[config.mk]
export PLATFORM = sky130hd
export DESIGN_NAME = danmaku_rle_expander
export DESIGN_NICKNAME = d
export VERILOG_FILES = /design/src/rtl/danmaku_rle_expander.sv
export SDC_FILE = /design/constraint.sdc
export NUM_CORES = 1
export LEC_CHECK = 0
export CORE_UTILIZATION = 45
export DETAILED_ROUTE_END_ITERATION = 8
export GPL_TIMING_DRIVEN = 0
export PLACE_DENSITY = 0.78
export SLEW_MARGIN = 20
export SYNTH_ARGS = -nofsm -noshare
export SYNTH_HDL_FRONTEND = slang
export SYNTH_SLANG_ARGS = --single-unit
[constraint.sdc]
create_clock -name clk -period 2.8 [get_ports clk]
set_input_delay 0.28 -clock clk [delete_from_list [all_inputs] [get_ports clk]]
set_output_delay 0.28 -clock clk [all_outputs]
set_load 0.1 [all_outputs]
[src/rtl/danmaku_rle_expander.sv]
// Expands run-length overlay commands into per-pixel FIFO words and H/V sync markers.
// Optional build macro RLE_FRAME_CHECK_EN adds a per-frame pixel-count check driving frameErr.
module danmaku_rle_expander #(
  parameter int LEN_W = 16
) (
  input  logic        clk,
  input  logic        rst,
  input  logic        clr,
  input  logic [47:0] cmd_data,
  input  logic        cmd_valid,
  output logic        cmd_ready,
  output logic [31:0] fifoData_out,
  output logic        fifoWrreq,
  input  logic        fifoWrFull,
  input  logic [31:0] screenPxl,
  output logic [31:0] pxlCount,
  output logic        badCmd,
  output logic        frameErr
);

  typedef enum logic [1:0] {S_IDLE, S_RUN, S_MARK} state_t;

  state_t            state_q, state_d;
  logic [LEN_W-1:0]  cnt_q, cnt_d;
  logic [31:0]       data_q, data_d;
  logic [31:0]       pxl_q, pxl_d;
  logic              bad_q, bad_d;
  logic [1:0]        cmd_type;
  logic [31:0]       len_ext;
  logic [LEN_W-1:0]  cmd_len;
  logic              unused_ok;

  assign cmd_type  = cmd_data[22:21];
  assign len_ext   = {16'b0, cmd_data[15:0]};
  assign cmd_len   = len_ext[LEN_W-1:0];
  assign unused_ok = ^{cmd_data[20:16], len_ext, screenPxl};

`ifdef RLE_FRAME_CHECK_EN
  logic ferr_q, ferr_d;
  // first VMARK after reset/clr only opens a frame, so it is not checked
  logic first_q, first_d;
  assign frameErr = ferr_q;
`else
  assign frameErr = 1'b0;
`endif

  always_comb begin
    state_d   = state_q;
    cnt_d     = cnt_q;
    data_d    = data_q;
    pxl_d     = pxl_q;
    bad_d     = bad_q;
`ifdef RLE_FRAME_CHECK_EN
    ferr_d    = ferr_q;
    first_d   = first_q;
`endif
    cmd_ready = (state_q == S_IDLE) && !clr;
    fifoWrreq = (state_q != S_IDLE) && !fifoWrFull && !clr;
    if (clr) begin
      state_d = S_IDLE;
      cnt_d   = '0;
      pxl_d   = '0;
      bad_d   = 1'b0;
`ifdef RLE_FRAME_CHECK_EN
      ferr_d  = 1'b0;
      first_d = 1'b1;
`endif
    end else begin
      case (state_q)
        S_IDLE: if (cmd_valid) begin
          case (cmd_type)
            2'b00: if (cmd_len != '0) begin
              data_d  = {cmd_data[47:24], cmd_data[23], 7'b0};
              cnt_d   = cmd_len;
              state_d = S_RUN;
            end
            2'b01: begin
              data_d  = 32'h0000_0001;
              state_d = S_MARK;
            end
            2'b10: begin
              data_d  = 32'h0000_0002;
              state_d = S_MARK;
            end
            default: bad_d = 1'b1;
          endcase
        end
        S_RUN: if (fifoWrreq) begin
          cnt_d = cnt_q - LEN_W'(1);
          pxl_d = pxl_q + 32'd1;
          if (cnt_q == LEN_W'(1)) state_d = S_IDLE;
        end
        S_MARK: if (fifoWrreq) begin
          state_d = S_IDLE;
          if (data_q[1:0] == 2'b10) begin
`ifdef RLE_FRAME_CHECK_EN
            if (!first_q && (pxl_q != screenPxl)) ferr_d = 1'b1;
            first_d = 1'b0;
`endif
            pxl_d = '0;
          end
        end
        default: state_d = S_IDLE;
      endcase
    end
  end

  always_ff @(posedge clk or negedge rst) begin
    if (!rst) begin
      state_q <= S_IDLE;
      cnt_q   <= '0;
      data_q  <= '0;
      pxl_q   <= '0;
      bad_q   <= 1'b0;
`ifdef RLE_FRAME_CHECK_EN
      ferr_q  <= 1'b0;
      first_q <= 1'b1;
`endif
    end else begin
      state_q <= state_d;
      cnt_q   <= cnt_d;
      data_q  <= data_d;
      pxl_q   <= pxl_d;
      bad_q   <= bad_d;
`ifdef RLE_FRAME_CHECK_EN
      ferr_q  <= ferr_d;
      first_q <= first_d;
`endif
    end
  end

  assign fifoData_out = data_q;
  assign pxlCount     = pxl_q;
  assign badCmd       = bad_q;

endmodule

# Word-level counts from Yosys, hierarchy flattened
# Cells that the tools add are included.
# op_classes
addsub,2
bitwise,1
n_eq_ne,17
reduce_logical,21
mux,25
# op_table
operator,n
2-to-1 mux 32 bit,5
one-hot mux 32 bit (3 select lines),1
2-to-1 mux 16 bit,5
one-hot mux 32 bit (2 select lines),1
adder 32 x 1 -> 32 bit (second input constant),1
one-hot mux 16 bit (2 select lines),1
equality test 16 x 1 -> 1 bit (second input constant),1
nonzero test 16 bit,1
subtractor 16 x 1 -> 16 bit (second input constant),1
inequality test 3 bit (second input constant),5
2-to-1 mux 2 bit,6
AND reduction 5 bit,2
nonzero test 3 bit,3
equality test 2 bit (second input constant),3
inequality test 3 x 2 -> 1 bit (second input constant),2
one-hot mux 2 bit (3 select lines),1
AND reduction 6 bit,1
nonzero test 2 bit,3
equality test 2 x 1 -> 1 bit (second input constant),2
zero test 2 bit,2
2-to-1 mux 1 bit,4
inequality test 4 x 3 -> 1 bit (second input constant),1
inequality test 4 bit (second input constant),1
one-hot mux 2 bit (2 select lines),1
9 further kinds,12
# word_totals
regBits,83
output_inout_bits,68

# Longest topological paths before layout
# logic_depth
word_depth,6
mapped_depth,8
depth_no_buf,7

# Least setup slack after synthesis
# No wires, ideal clock.
# synth_path
path_type,input -> output
startpoint,input port clr
endpoint,output port fifoWrreq
arrival_time_ns,2.541
stages,2
setup_slack_ns,-0.021
n_path_buf,1
required_time_ns,2.520
cell_sequence,clkbuf_1 > nor3_1
# synth_via
elab_chain_cells,2
# synth_lines
item,line,rtl
start: declaration,8,"input logic clr,"
zero test 1 bit,58,fifoWrreq = (state_q != S_IDLE) && !fifoWrFull && !clr;
logical AND 1 bit,58,
end: declaration,13,"output logic fifoWrreq,"
# Every way passes these cells.

# Final worst setup path
# layout_path
startpoint,input port clr
endpoint,output port cmd_ready
# layout_via
elab_chain_cells,2
# layout_lines
item,line,rtl
zero test 1 bit,57,cmd_ready = (state_q == S_IDLE) && !clr;
logical AND 1 bit,57,
end: declaration,11,"output logic cmd_ready,"
# Every way passes these cells.

==> key figures <==
Critical path
  – Worst r2r src: state_q[1]
  – Worst setup EP type: output pin
  – Worst path max stage delay: approximately 860 ps
  – WP data required: about 2500 ps
  – Crit-path max FO: 7
  – Cell Chain, Critical Path: clkdlybuf4s50_1 > or3_1 > inv_1 > clkdlybuf4s15_1
  – Reg2Reg Depth: 6
  – Setup CP Type: primary input to output pin
  – Arr. time, crit path: 2460 ps
  – Critical path's slowest cell: clkdlybuf4s15_1
  – Crit Reg-Reg Endpoint: pxlCount[26]
  – R2R setup slack: around 340 ps
  – Startpoint Class: primary input

Hold path
  – Worst hold-check path type: primary input to asynchronous set/reset pin

Synthesis
  – Area leader, netlist: dfrtp_1
  – Synthesis-stage register bit count: 78
  – Combinational family with the most area after synthesis: simple AND/OR/NAND/NOR gates
  – Syn Area/Cell: approximately 8.7 sq um
  – Synth Area in XOR/XNOR: under 10%
  – Compound-Gate Fraction of Synth Area: between 10% and 20%
  – Post-synth EDFFs: 0
  – Seq/Total Area, Yosys: a little under half
  – Yosys Warn Count: 0
  – Simple-gate share of the synthesized area: about a quarter
  – Mapped Cells: between 400 and 500
  – Ys flop type: dfrtp_1
  – Post-synth ARST share: 100%
  – Synth Cell Area: roughly 4300 sq um
  – Yosys top cell area share: approximately 46%
  – Mux cell area share after synthesis: roughly 1.2%
  – Distinct cells, synth: just under 50
  – Area contributors post-synth: dfrtp_1 (46%), o21ai_0 (9.4%), nand2_1 (4.4%)
  – Post-Synth Adder-Cell Area: 2.06%

STA
  – RSZ-0062 raised after global routing: false
  – Endpoints failing hold: 0
  – Worst hold margin: 382 ps
  – Max-Slew Margin vs Limit: approximately a third
  – Layout Skew: approximately 11 ps
  – Worst setup margin: about 61 ps
  – Final Slew Violations: 0
  – Transition time of the tightest slew-check pin: 1000 ps
  – Final min period: between 2000 and 3000 ps
  – Setup Viol. Count Final: 0
  – Fmax: roughly 370 MHz
  – Final period util: between 90% and 100%

Die
  – Initial Utilization: 46.3%
  – Die extent in x: approximately 99 microns
  – Die height: approximately 100 microns
  – Core area: slightly above 9000 sq um
  – Die area: between 9000 and 10000 sq um
  – Boundary pin count: approximately 150
  – Row count: 35

CTS
  – Post-CTS setup buffers: 0
  – CTS root buf: clkbuf_8
  – Clk_lat worst skew: ~350 ps
  – TritonCTS clock tree: built
  – Clock Tree Buf Depth: 2
  – TritonCTS buffer count: 9
  – H-tree depth: 3
  – Clock Sinks: 78
  – Clk slew on worst S/H paths: about 90 ps

Final layout
  – Area growth from synthesis to layout: 35.1%
  – Final cell count without fillers: ~730
  – Finished Core Util: a little over three fifths
  – Number of diodes: 0
  – # fillers: roughly 810
  – Layout cell share with drive strength beyond 1: 6.60%
  – Nets: about 700

Global routing
  – Initial antenna violation count: 0
  – Gr ovfl total: 0
  – Global-route wire length before repair: 18.3 mm
  – All-Layer GR Usage: between 20 and 25%
  – Pin count of the biggest net entering global routing: 53
  – Number of global-route vias before repair: between 3000 and 4000

Route
  – Drt initial violations: between 200 and 250
  – Routed vias/inst: 5.64
  – Drt total wl: approximately 11 mm
  – DRT Pass-1 Iters: 4
  – Via count: 4127
  – DR top layer: met4
  – Met3 wire length: 560 microns
  – Antenna-violating nets left: 0
  – WL per Instance: roughly 15 microns
  – Post-route DRC: 0
  – Met2 WL: 5.29 mm
  – Met1 wire length: approximately 5.0 mm

Placed design
  – Routability cong.: 0.972
  – Post-DP HPWL: slightly above 8 mm
  – Port-buffer cells: 109
  – Placed cell count: approximately 720
  – Pre-CTS setup slack: -379 ps

Power
  – Pwr/cell area: a little under 700 nW/um^2
  – Peak supply drop: 482 uV
  – LEAKAGE: 2.32 nW
  – Total Power: 0.00387 W

Outcome
  – Status: finished, final reports clean

Job
  – Number of max-cap violations: 0
[cells in the mapped netlist, types with 2 or more instances]
master / instances
a21oi_1: 28
a22oi_1: 3
a31oi_1: 11
a41oi_1: 2
and2_1: 2
and3_1: 10
and4_1: 3
buf_4: 8
clkbuf_1: 22
dfrtp_1: 78
ha_1: 7
inv_1: 17
mux2_2: 2
mux2i_1: 3
nand2_1: 50
nand2b_1: 26
nand3_1: 8
nand3b_1: 2
nand4_1: 11
nor2_1: 32
nor2b_1: 2
nor3_1: 8
nor3b_1: 3
nor4_1: 13
o211ai_1: 3
o21ai_0: 80
o31ai_1: 7
o41ai_1: 2
or2_2: 3
or3_1: 14
or4_1: 4
or4_4: 2
xnor2_1: 7
[kinds of logic after synthesis]
| logic type | count (synthesis) |
|---|---|
| buffers and inverters | 49 |
| AND/OR/NAND/NOR | 199 |
| AO/OA/AOI/OAI | 143 |
| multiplexers | 5 |
| XOR/XNOR | 7 |
| flip-flops | 78 |
| adder cells (fa/ha/maj) | 7 |
| other | 1 |
[where the power goes]
group	internal, W	switching (W)	total [W]
clock	0.000369	0.000423	0.000792
sequential	0.00127	0.000111	0.00138
combinational	0.000440	0.00125	0.00169
total	0.00208	0.00179	0.00387
[repair_timing]
action	4_1_cts	5_1_grt
gates resized for setup	3	2
setup endpoints to repair	5	7
hold endpoints to repair	26	0
hold buffers	1	0
[flip-flops by register name, indices dropped and copies added (netlist names)]
name	flops
badCmd	1
pxlCount	32
state_q	2
cnt_q	16
fifoData_out	27
[final cells by class]
type	count	area, sq um	area share (%)
clock buffer	11	151	2.64
timing repair buffer	111	1120	19.6
sequential	78	1950	34.0
clock inverter	5	33.8	0.588
multi-input combinational	367	2130	37.1
tap	111	139	2.42
buffer	32	151	2.64
inverter	17	63.8	1.11
[per-layer routing]
metal  track usage [%]  vias up
li1                  -     1993
met1              29.6     1982
met2              38.1      136
met3              3.87       16
met4              10.5        0
met5                 0        -
[worst max-delay path by stage]
stage               cells after the start         start                to  slack (ps)
floorplan                               6   pxlCount[7]      pxlCount[29]          30
global placement                        1           rst  fifoData_out[11]       -1360
detailed placement                      8  cmd_data[21]          cnt_q[4]        -380
CTS                                     4           clr         cmd_ready         120
global route                            4           clr         cmd_ready          10
finish                                  4           clr         cmd_ready          60
[worst max-delay path, delay by kind of cell]
family / cells / cell delay, ps
simple gates: 1 / 570
buf+inv: 3 / 1610
[metrics by stage]
stage	area, sq um	TNS, ps
2_1_floorplan	4280	0
3_3_place_gp	5510	-109110
3_5_place_dp	5530	-3780
4_1_cts	5730	0
5_1_grt	5750	0
6_report	5750	0
[placed cells by master, fill, tap and decap left out, types with 3 or more instances in the layout]
cell type and n:
clkdlybuf4s50_1 106, o21ai_0 80, dfrtp_1 78, nand2_1 50, nor2_1 32, a21oi_1 28, nand2b_1 26, clkbuf_1 22
inv_1 17, or3_1 14, nor4_1 13, nand4_1 11, a31oi_1 11, clkbuf_8 11, and3_1 10, buf_4 9
nand3_1 8, nor3_1 7, xnor2_1 7, o31ai_1 7, ha_1 7, conb_1 6, or4_1 4, nor3b_1 3
or2_2 3, and4_1 3, a22oi_1 3, mux2i_1 3, o211ai_1 3
Power figures use the tool's default switching activity.
